**config.mk**
```make
export PLATFORM = sky130hd
export DESIGN_NAME = dram_port_arbiter
export DESIGN_NICKNAME = d
export VERILOG_FILES = /design/src/rtl/dram_port_arbiter_pkg.sv /design/src/rtl/dram_port_arbiter_rr_arb2.sv /design/src/rtl/dram_port_arbiter.sv
export SDC_FILE = /design/constraint.sdc
export NUM_CORES = 1
export LEC_CHECK = 0
export BUFFER_PORTS_ARGS = -buffer_cell sky130_fd_sc_hd__buf_2
export CORE_ASPECT_RATIO = 1.5
export CORE_MARGIN = 5
export CORE_UTILIZATION = 42
export CTS_CLUSTER_DIAMETER = 100
export DETAILED_ROUTE_END_ITERATION = 12
export PLACE_DENSITY = 0.76
export SLEW_MARGIN = 20
export SYNTH_ARGS = -nofsm -noshare
export SYNTH_HDL_FRONTEND = slang
export SYNTH_HIERARCHICAL = 1
export SYNTH_SLANG_ARGS = --single-unit
```
**constraint.sdc**
```tcl
create_clock -name clk -period 1.4 [get_ports clk]
set_input_delay 0.28 -clock clk [delete_from_list [all_inputs] [get_ports clk]]
set_output_delay 0.28 -clock clk [all_outputs]
set_load 0.01 [all_outputs]
```
**src/rtl/dram_port_arbiter_pkg.sv**
```systemverilog
// dram_port_arbiter_pkg: access sequencer states, default widths and port ids
package dram_port_arbiter_pkg;
  typedef enum logic [1:0] {S_IDLE, S_ISSUE, S_WAIT, S_RETURN} state_t;
  localparam int ADDR_W_DEF = 17;
  localparam int DATA_W_DEF = 8;
  localparam logic PORT_CPU = 1'b0;
  localparam logic PORT_UART = 1'b1;
endpackage

```
**src/rtl/dram_port_arbiter_rr_arb2.sv**
```systemverilog
// dram_port_arbiter_rr_arb2: two-way arbiter, round-robin or fixed port-0 priority
module dram_port_arbiter_rr_arb2
  import dram_port_arbiter_pkg::*;
#(
  parameter bit FIXED_PRI = 1'b0
) (
  input  logic       clk,
  input  logic       rst_n,
  input  logic [1:0] req,
  input  logic       upd,
  input  logic       upd_id,
  output logic       win,
  output logic       any
);
  logic pri;
  // pri names the port that wins the next tie: the one not granted last
  always_ff @(posedge clk or negedge rst_n)
    if (!rst_n) pri <= PORT_CPU;
    else if (upd) pri <= ~upd_id;
  always_comb begin
    any = |req;
    win = (&req) ? (FIXED_PRI ? PORT_CPU : pri) : req[1];
  end
endmodule

```
**src/rtl/dram_port_arbiter.sv**
```systemverilog
// dram_port_arbiter: shares the byte-wide image DRAM between the CPU and UART ports
module dram_port_arbiter
  import dram_port_arbiter_pkg::*;
#(
  parameter int ADDR_W    = ADDR_W_DEF,
  parameter int DATA_W    = DATA_W_DEF,
  parameter int READ_LAT  = 1,
  parameter int FIXED_PRI = 0
) (
  input  logic              clk,
  input  logic              rst_n,
  input  logic              p0_req,
  input  logic              p0_we,
  input  logic [ADDR_W-1:0] p0_addr,
  input  logic [DATA_W-1:0] p0_wdata,
  output logic              p0_gnt,
  output logic              p0_rvalid,
  output logic [DATA_W-1:0] p0_rdata,
  input  logic              p1_req,
  input  logic              p1_we,
  input  logic [ADDR_W-1:0] p1_addr,
  input  logic [DATA_W-1:0] p1_wdata,
  output logic              p1_gnt,
  output logic              p1_rvalid,
  output logic [DATA_W-1:0] p1_rdata,
  output logic              dram_we,
  output logic [ADDR_W-1:0] dram_addr,
  output logic [DATA_W-1:0] dram_din,
  input  logic [DATA_W-1:0] dram_dout,
  output logic              busy
);
  localparam logic [1:0] CNT_LAST = 2'(READ_LAT > 1 ? READ_LAT - 2 : 0);
  state_t state, state_nx;
  logic sel, we_q, win, any, issue, ret;
  logic [ADDR_W-1:0] addr_q;
  logic [DATA_W-1:0] din_q, rd0_q, rd1_q;
  logic [1:0] cnt;
  dram_port_arbiter_rr_arb2 #(.FIXED_PRI(FIXED_PRI != 0)) u_arb (
    .clk(clk),
    .rst_n(rst_n),
    .req({p1_req, p0_req}),
    .upd(issue),
    .upd_id(sel),
    .win(win),
    .any(any)
  );
  always_ff @(posedge clk or negedge rst_n)
    if (!rst_n) begin
      state <= S_IDLE;
      cnt <= '0;
    end else begin
      state <= state_nx;
      cnt <= (state == S_WAIT) ? cnt + 2'd1 : 2'd0;
    end
  // only the winner's request is captured; the loser simply keeps asking
  always_ff @(posedge clk or negedge rst_n)
    if (!rst_n) begin
      sel <= PORT_CPU;
      we_q <= 1'b0;
      addr_q <= '0;
      din_q <= '0;
    end else if (state == S_IDLE && any) begin
      sel <= win;
      we_q <= win ? p1_we : p0_we;
      addr_q <= win ? p1_addr : p0_addr;
      din_q <= win ? p1_wdata : p0_wdata;
    end
  always_ff @(posedge clk or negedge rst_n)
    if (!rst_n) begin
      rd0_q <= '0;
      rd1_q <= '0;
    end else if (ret) begin
      if (sel) rd1_q <= dram_dout;
      else rd0_q <= dram_dout;
    end
  always_comb begin
    state_nx = state;
    case (state)
      S_IDLE:   state_nx = any ? S_ISSUE : S_IDLE;
      S_ISSUE:  state_nx = we_q ? S_IDLE : (READ_LAT > 1 ? S_WAIT : S_RETURN);
      S_WAIT:   state_nx = (cnt == CNT_LAST) ? S_RETURN : S_WAIT;
      S_RETURN: state_nx = S_IDLE;
      default:  state_nx = S_IDLE;
    endcase
  end
  // read data is forwarded straight from the DRAM in RETURN so rvalid and rdata coincide
  always_comb begin
    issue = state == S_ISSUE;
    ret = state == S_RETURN;
    p0_gnt = issue && !sel;
    p1_gnt = issue && sel;
    p0_rvalid = ret && !sel;
    p1_rvalid = ret && sel;
    p0_rdata = p0_rvalid ? dram_dout : rd0_q;
    p1_rdata = p1_rvalid ? dram_dout : rd1_q;
    dram_we = issue && we_q;
    dram_addr = addr_q;
    dram_din = din_q;
    busy = state != S_IDLE;
  end
endmodule

```
==> out/qor.csv <==
metric,value,unit
cellLeakagePower,1.85,nW
whs,0.246,ns
portBuffers,110,
clock_path_buffers,2,
regToRegEndpoint,sel,
die-area,7290,sq um
place_congestion,0.748,
criticalPathCategory,flip-flop to primary output,
grt_max_degree,35,
die_h,102,microns
p_per_area,2270,nW/um^2
grt_pass1_vias,2082,
num_rows,33,
final_common_cell,buf_2,
setup_viol_count_final,52,
final_nets,398,
drt-initial-drc-count,60,
layout_min_cycle_time,1.80,ns
fin_skew,0.00470,ns
coreArea,5490,sq um
yosys_register_bits,48,
insertion_delay,0.30,ns
drive_above_1_share,65.6,%
drt-vias-per-instance,4.83,
r2r_cells,6,
fin_tns_setup,-12.45,ns
clkTransAtPathRegs,0.09,ns
crit_fanout,6,
antenna_cells,0,
crit_start,sel,
slew_headroom,75.0,%
drtAntennaViolNets,0,
final_cell_mix,"buf_2, dfrtp_1, buf_6",
slowest_stage,dfrtp_2,
io_pins,111,
cpPeakStageDelay,0.44,ns
die_w,71.4,microns
period_share,129,%
clkSinkCount,48,
post-route-drc-count,0,
root_buffer,clkbuf_8,
finalMaxSlewViolations,0,
min_path_type,primary input to flip-flop,
worst_setup_path_start_kind,flip-flop,
cap_violations,0,
status,finished with violations,
setup_slack,-0.400,ns
syn_nets,254,
antenna_found_initial,0,
synth.distinct_cells,22,
cts_tree,yes,
grt_overflow,0,
yosysWarnings,6,
track_usage,17.8,%
ys_seq_area_share,50.6,%
worstHoldEndpoint,rd1_q[6],
hold_depth,2,
syn_area,2370,sq um
routed_wl,6.50,mm
ir_drop,0.962,mV
violations,setup timing,
hpwl,4.25,mm
rsz0062_at_grt,true,
hold_start,dram_dout[6],
grt_pass1_wl,10.1,mm
vias,1953,
wire_per_inst,16.1,microns
rrSetupSlack,-0.25,ns
cp.arrival,1.52,ns
crit_chain,nand3b_4 -> buf_12 -> mux2_4 -> buf_6,
dr.pass1.iters,4,
syn_area_per_cell,12.6,sq um
hold_viol_final,0,
numCtsBuffers,5,
worst_pin_slew,0.376,ns
synth_cells,189,
htree_levels,2,
end_kind,primary output,
start_util,43.2,%
clock.fmax,0.555,GHz
critPathBufInv,2,
crit_family,flip-flops,
syn_to_final_growth,55.5,%
crit_required,1.12,ns
[where the power goes]
group	internal, W	leakage [nW]	switching [W]
clock	0.000584	0.0614	0.000474
sequential	0.00208	0.544	0.000385
combinational	0.00273	1.25	0.00214
total	0.00539	1.85	0.00300
[synth_stat cells]
library cell	instances	area share, %
mux2i_1	28	12
buf_2	3	0.63
inv_1	9	1.4
o22ai_1	1	0.26
ha_1	1	0.53
nor2_1	30	4.7
or2_1	1	0.26
mux2_2	16	7.6
and2_1	1	0.26
buf_4	1	0.32
a21boi_1	1	0.32
or2_2	1	0.26
a21oi_1	2	0.42
nand3_4	1	0.74
a21oi_2	24	8.9
o21ai_0	1	0.21
nand3b_2	1	0.47
buf_6	7	3.3
nand2b_1	2	0.53
dfrtp_1	48	51
mux2_4	9	5.7
nor3b_4	1	0.79
[per-stage QoR]
stage | cell area, sq um | utilization (%) | setup WS [ns] | power, W | instances
after global placement | 3080 | 56.0 | -0.0610 | 0.00579 | 372
final | 3690 | 67.2 | -0.400 | 0.00839 | 404
after floorplan | 2390 | - | -0.00833 | 0.00471 | 189
after detailed placement | 3080 | 56.0 | -0.0884 | 0.00591 | 372
after CTS | 3660 | 66.7 | -0.363 | 0.00831 | 404
after global routing | 3690 | 67.2 | -0.447 | 0.00891 | 404
[cell type report]
cell class | count | area [sq um]
tap | 70 | 87.6
sequential | 48 | 1200
clock inverter | 2 | 38.8
multi-input combinational | 122 | 1130
inverter | 9 | 36.3
fill | 418 | 1800
clock buffer | 6 | 82.6
timing repair buffer | 147 | 1110
[what timing repair did]
item,4_1_cts,5_1_grt
gates cloned,4,1
setup buffers,19,4
gates resized for setup,57,17
hold endpoints to repair,14,0
setup endpoints to repair,49,51
hold buffers,1,0
pin swaps,4,2
[worst reg2reg max path, delay by kind of cell, from the launching register on]
kind                   cells  cell delay, ns
DFF                        1            0.46
buffers and inverters      4            0.60
and+or+nand+nor            1            0.17
muxes                      1            0.32
[logic make-up after synthesis]
kind of cell | Yosys count | synth area share [%]
flops | 48 | 50.6
simple gates | 38 | 8.06
buf+inv | 20 | 5.69
mux | 53 | 25.1
compound gates | 29 | 10.1
fa+ha+maj | 1 | 0.527
[per-layer routing]
| metal | GRT usage [%] | routed length, microns |
|---|---|---|
| met5 | 0 | 0 |
| met4 | 6.08 | 85 |
| met3 | 3.44 | 373 |
| met2 | 34.3 | 3630 |
| met1 | 19.1 | 2410 |
[worst max path at each step]
stage,slack (ns),cells after the start,to
final,-0.40,4,p0_rdata[4]
after global routing,-0.45,4,p0_rdata[4]
after CTS,-0.36,4,p1_rdata[7]
after detailed placement,-0.09,5,dram_addr[3]
after global placement,-0.06,5,dram_addr[2]
after floorplan,-0.008,3,p1_rdata[0]
[flip-flops by register name, indices dropped and copies added (netlist names), named ones only]
name / flops
cnt: 2
dram_addr: 17
dram_din: 8
rd0_q: 8
rd1_q: 8
sel: 1
state: 1
u_arb/pri: 1
we_q: 1
(Power assumes the default switching activity.)
